### config.mk
export PLATFORM = sky130hd
export DESIGN_NAME = fifo_umbrales
export DESIGN_NICKNAME = d
export VERILOG_FILES = /design/src/rtl/fifo_umbrales_pkg.sv /design/src/rtl/fifo_umbrales_mem_dp.sv /design/src/rtl/fifo_umbrales.sv
export SDC_FILE = /design/constraint.sdc
export NUM_CORES = 1
export LEC_CHECK = 0
export ABC_CLOCK_PERIOD_IN_PS = 8100
export BUFFER_PORTS_ARGS = -buffer_cell sky130_fd_sc_hd__buf_2
export CAP_MARGIN = 25
export CELL_PAD_IN_SITES_DETAIL_PLACEMENT = 1
export CELL_PAD_IN_SITES_GLOBAL_PLACEMENT = 2
export CORE_MARGIN = 4
export CORE_UTILIZATION = 45
export DETAILED_ROUTE_END_ITERATION = 8
export PLACE_DENSITY = 0.92
export SLEW_MARGIN = 20
export SYNTH_ARGS = -nofsm -noshare
export SYNTH_HDL_FRONTEND = slang
export SYNTH_SLANG_ARGS = --single-unit
export TNS_END_PERCENT = 5
### constraint.sdc
create_clock -name clk -period 8.1 [get_ports clk]
set_clock_uncertainty 0.1 [all_clocks]
set_input_delay 0.81 -clock clk [delete_from_list [all_inputs] [get_ports clk]]
set_output_delay 0.81 -clock clk [all_outputs]
set_load 0.01 [all_outputs]
### src/rtl/fifo_umbrales_pkg.sv
// Shared defaults for the threshold FIFO: word/pointer widths and the
// power-up occupancy thresholds used by the flow-control path.
package fifo_umbrales_pkg;

    localparam int DEF_DATA_WIDTH = 8;
    localparam int DEF_ADDR_WIDTH = 3;
    localparam int DEF_UMBRAL_AF  = 6;
    localparam int DEF_UMBRAL_AE  = 2;

endpackage : fifo_umbrales_pkg

### src/rtl/fifo_umbrales_mem_dp.sv
// DEPTH x DATA_WIDTH register file with synchronous write and registered read.
// Only the read register is reset; the storage array is not.
module mem_dp
    import fifo_umbrales_pkg::*;
#(
    parameter int DATA_WIDTH = DEF_DATA_WIDTH,
    parameter int ADDR_WIDTH = DEF_ADDR_WIDTH
) (
    input  logic                  clk,
    input  logic                  reset,
    input  logic                  we,
    input  logic [ADDR_WIDTH-1:0] waddr,
    input  logic [DATA_WIDTH-1:0] wdata,
    input  logic                  re,
    input  logic [ADDR_WIDTH-1:0] raddr,
    output logic [DATA_WIDTH-1:0] rdata
);

    localparam int DEPTH = 2 ** ADDR_WIDTH;

    logic [DATA_WIDTH-1:0] mem [DEPTH];

    // NOTE: the array has no reset so it maps onto plain storage; every slot is
    // written before it can be read, so its power-up contents are never observed.
    always_ff @(posedge clk) begin
        if (we) begin
            mem[waddr] <= wdata;
        end
    end

    // A read and a write to the same slot on one edge return the old word,
    // which is exactly the oldest entry when pushing and popping at full.
    always_ff @(posedge clk or negedge reset) begin
        if (!reset) begin
            rdata <= '0;
        end else if (re) begin
            rdata <= mem[raddr];
        end
    end

endmodule : mem_dp

### src/rtl/fifo_umbrales.sv
// Synchronous FIFO with programmable almost-full / almost-empty thresholds,
// registered status flags and sticky overflow/underflow latches.
module fifo_umbrales
    import fifo_umbrales_pkg::*;
#(
    parameter int DATA_WIDTH = DEF_DATA_WIDTH,
    parameter int ADDR_WIDTH = DEF_ADDR_WIDTH
) (
    input  logic                  clk,
    input  logic                  reset,
    input  logic                  vaciar,
    input  logic                  push,
    input  logic [DATA_WIDTH-1:0] data_in,
    input  logic                  pop,
    input  logic [ADDR_WIDTH:0]   umbral_af,
    input  logic [ADDR_WIDTH:0]   umbral_ae,
    output logic [DATA_WIDTH-1:0] data_out,
    output logic                  valid_out,
    output logic                  full,
    output logic                  almost_full,
    output logic                  almost_empty,
    output logic                  empty,
    output logic                  err_overflow,
    output logic                  err_underflow,
    output logic [ADDR_WIDTH:0]   count
);

    localparam int                DEPTH    = 2 ** ADDR_WIDTH;
    localparam logic [ADDR_WIDTH:0] FULL_CNT = DEPTH[ADDR_WIDTH:0];

    logic [ADDR_WIDTH-1:0] wr_ptr;
    logic [ADDR_WIDTH-1:0] rd_ptr;
    logic                  pop_ok;
    logic                  push_ok;
    logic [ADDR_WIDTH:0]   count_next;

    // Acceptance uses the pre-edge count; a push at full rides on a same-edge pop.
    always_comb begin
        pop_ok     = 1'b0;
        push_ok    = 1'b0;
        count_next = count;
        if (vaciar) begin
            count_next = '0;
        end else begin
            pop_ok     = pop && (count != '0);
            push_ok    = push && ((count < FULL_CNT) || pop_ok);
            count_next = count + (ADDR_WIDTH + 1)'(push_ok) - (ADDR_WIDTH + 1)'(pop_ok);
        end
    end

    mem_dp #(
        .DATA_WIDTH (DATA_WIDTH),
        .ADDR_WIDTH (ADDR_WIDTH)
    ) u_mem (
        .clk   (clk),
        .reset (reset),
        .we    (push_ok),
        .waddr (wr_ptr),
        .wdata (data_in),
        .re    (pop_ok),
        .raddr (rd_ptr),
        .rdata (data_out)
    );

    // NOTE: state registers use non-blocking assignments so every register
    // samples pre-edge values, independent of statement order.
    always_ff @(posedge clk or negedge reset) begin
        if (!reset) begin
            wr_ptr        <= '0;
            rd_ptr        <= '0;
            count         <= '0;
            valid_out     <= 1'b0;
            full          <= 1'b0;
            almost_full   <= 1'b0;
            almost_empty  <= 1'b1;
            empty         <= 1'b1;
            err_overflow  <= 1'b0;
            err_underflow <= 1'b0;
        end else begin
            if (vaciar) begin
                wr_ptr <= '0;
                rd_ptr <= '0;
            end else begin
                if (push_ok) wr_ptr <= wr_ptr + ADDR_WIDTH'(1);
                if (pop_ok)  rd_ptr <= rd_ptr + ADDR_WIDTH'(1);
                if (pop && !pop_ok)   err_underflow <= 1'b1;
                if (push && !push_ok) err_overflow  <= 1'b1;
            end
            count     <= count_next;
            valid_out <= pop_ok;
            // Flags follow count_next so they line up with the new count.
            full         <= (count_next == FULL_CNT);
            almost_full  <= (count_next >= umbral_af);
            almost_empty <= (count_next <= umbral_ae);
            empty        <= (count_next == '0);
        end
    end

endmodule : fifo_umbrales
==> impl_metrics.tcl <==
set metrics [dict create \
    ys_seq_elements 89 \
    power.leakage_nw 1.73 \
    ir_worst_vdd_mv 0.131 \
    rows 33 \
    fp.dieH_um 100 \
    post_drt_via_cell_ratio 5.38 \
    finalCriticalPeriod_ns 3.57 \
    cp.required_ns 8.29 \
    powerDensity_nw_per_um2 303 \
    slew_headroom 0.343 \
    grt_max_degree 35 \
    clock_latency_ns 0.36 \
    clk_pin_slew_ns 0.10 \
    cts_made_buffers 9 \
    drt_iter0_drc 172 \
    antenna_found_initial 0 \
    grtUsageTotal 0.184 \
    path_max_fanout 4 \
    period_share 0.440 \
    final_cell_mix "64 x edfxtp_1, 39 x buf_2, 33 x mux2i_1" \
    coreArea_um2 8260 \
    drv_cap 0 \
    status "finished, final reports clean" \
    cts.sinks 89 \
    syn_area_per_cell_um2 14.6 \
    yosys-top-cells-area "edfxtp_1 50%, dfrtp_1 15%, mux2i_1 8.6%" \
    dieArea_um2 10100 \
    portBuffers 39 \
    yosys.area.top_type "edfxtp_1" \
    drcViolationCount 0 \
    cts_buffer_depth 2 \
    ctsResizeCount 0 \
    wl_per_cell_um 20.1 \
    vias 2255 \
    synth_ff_type "edfxtp_1" \
    cts_root_buf "clkbuf_8" \
    totalWireLength_um 8410 \
    initial_core_util 0.465 \
    final_util 0.532 \
    cp-end-kind "flop" \
    min-delay-path-class "input pin to asynchronous set/reset pin" \
    finalMaxSlewViolations 0 \
    drive_gt1_frac 0.252 \
    worst_pin_slew_ns 0.981 \
    synth_top_area_frac 0.500 \
    final_common_cell "edfxtp_1" \
    tns_ns 0 \
    path_class "flop to flop" \
    synthArstFlopShare 0.281 \
    final_hold_viol_count 0 \
    cts_tree "done" \
    dieWidth_um 100 \
    ys_types 41 \
    pin_count 40 \
    num_antenna_cells 0 \
    ant_nets 0 \
    synth-edff-count 64 \
    syn_inst 263 \
    yosysSeqAreaShare 0.663 \
    first_global_vias 2552 \
    gp_congestion 0.695 \
    setup_violations 0 \
    fmax_ghz 0.280 \
    post_cts_buffers 0 \
    grt-ovfl-total 0 \
    rsz0062_at_grt "no" \
    hold_buffers 0 \
    arrival_ns 3.76 \
    syn_area_um2 3840 \
    area_growth_pct 14.2 \
    firstDrtPassIters 4 \
    final_nets 346 \
    h-tree-depth 3 \
    syn_nets 300 \
    grt_pass1_wl_um 13700 \
    dp_hpwl_um 5680 \
    yosysWarnings 0 \
    start_kind "flop" \
]
synthesized netlist by cell type, types with 3 or more instances:
cell type,count
a21o_1,4
a21oi_1,4
a22oi_1,16
buf_1,3
dfrtp_1,23
edfxtp_1,64
ha_1,15
inv_1,23
mux2i_1,33
nand2_1,5
nand3_1,10
nor2_1,12
nor2b_1,6
nor3_1,3
o21ai_2,8
xor2_1,3
worst max-delay path: stages, from the launching register on:
cell,delay [ns]
dfrtp_1,0.40
inv_1,0.11
ha_1,0.17
or3b_4,0.40
nand2_1,0.15
inv_1,0.06
ha_1,0.27
inv_1,0.04
ha_1,0.20
fa_1,0.51
nor2b_1,0.24
ha_1,0.28
nor2b_1,0.13
o21a_1,0.16
o21a_1,0.16
o21ai_1,0.11
final timing paths:
check,startpoint,end,slack (ns),cells after the start
max,count[3]$_DFF_PN0_,almost_empty$_DFF_PN1_,4.53,15
min,reset,u_mem.rdata[3]$_DFFE_PN0P_,0.34,1
max reg2reg,count[3]$_DFF_PN0_,almost_empty$_DFF_PN1_,4.53,15
min reg2reg,err_underflow$_DFFE_PN0P_,err_underflow$_DFFE_PN0P_,0.37,1
max in group asynchronous,reset,err_overflow$_DFFE_PN0P_,7.14,1
min in group clk,err_underflow$_DFFE_PN0P_,err_underflow$_DFFE_PN0P_,0.37,1
kinds of logic (layout without fill, tap and decap cells):
kind of cell / after synthesis / in the layout / synth area share
flops: 89 / 89 / 0.663
simple gates: 47 / 47 / 0.0667
compound gates: 40 / 40 / 0.0791
mux: 34 / 34 / 0.0889
buf+inv: 33 / 84 / 0.0387
fa+ha+maj: 16 / 16 / 0.0540
xor+xnor: 4 / 4 / 0.00912
state kept, by name (all words and copies together), names as in the netlist:
name / count
empty: 1
count: 4
err_underflow: 1
u_mem.mem: 64
wr_ptr: 3
err_overflow: 1
rd_ptr: 3
almost_empty: 1
full: 1
valid_out: 1
u_mem.rdata: 8
almost_full: 1
stage by stage:
stage / cells / total power [mW] / setup WS, ns / area, um2 / hold slack, ns
finish: 419 / 1.33 / 4.53 / 4390 / 0.342
global route: 419 / 1.42 / 4.37 / 4390 / 0.390
CTS: 419 / 1.34 / 4.52 / 4390 / 0.371
detailed placement: 403 / 1.00 / 4.45 / 4160 / 0.351
global placement: 403 / 0.976 / 4.54 / 4160 / 0.365
floorplan: 263 / 0.882 / 4.74 / 3840 / 0.406
cell type report:
type	instances	area, um2
fill	857	3870
clock buffer	9	124
multi-input combinational	141	1160
inverter	23	86.3
tap	105	131
sequential	89	2550
clock inverter	7	103
timing repair buffer	45	240
metal layers:
layer  GRT usage  vias to the layer above  routed length, um
met5           0                        -                  0
met4      0.0736                        0                136
met3      0.0361                       12                326
met2       0.309                       47               4340
met1       0.233                     1134               3600
li1            -                     1062                  -
where the power goes:
group,internal (mW),total (mW),leakage (nW),switching [mW]
Combinational,0.180,0.410,0.728,0.230
Clock,0.178,0.344,0.116,0.166
Sequential,0.546,0.574,0.888,0.0285
Total,0.903,1.33,1.73,0.425
Power figures use the tool's default switching activity.
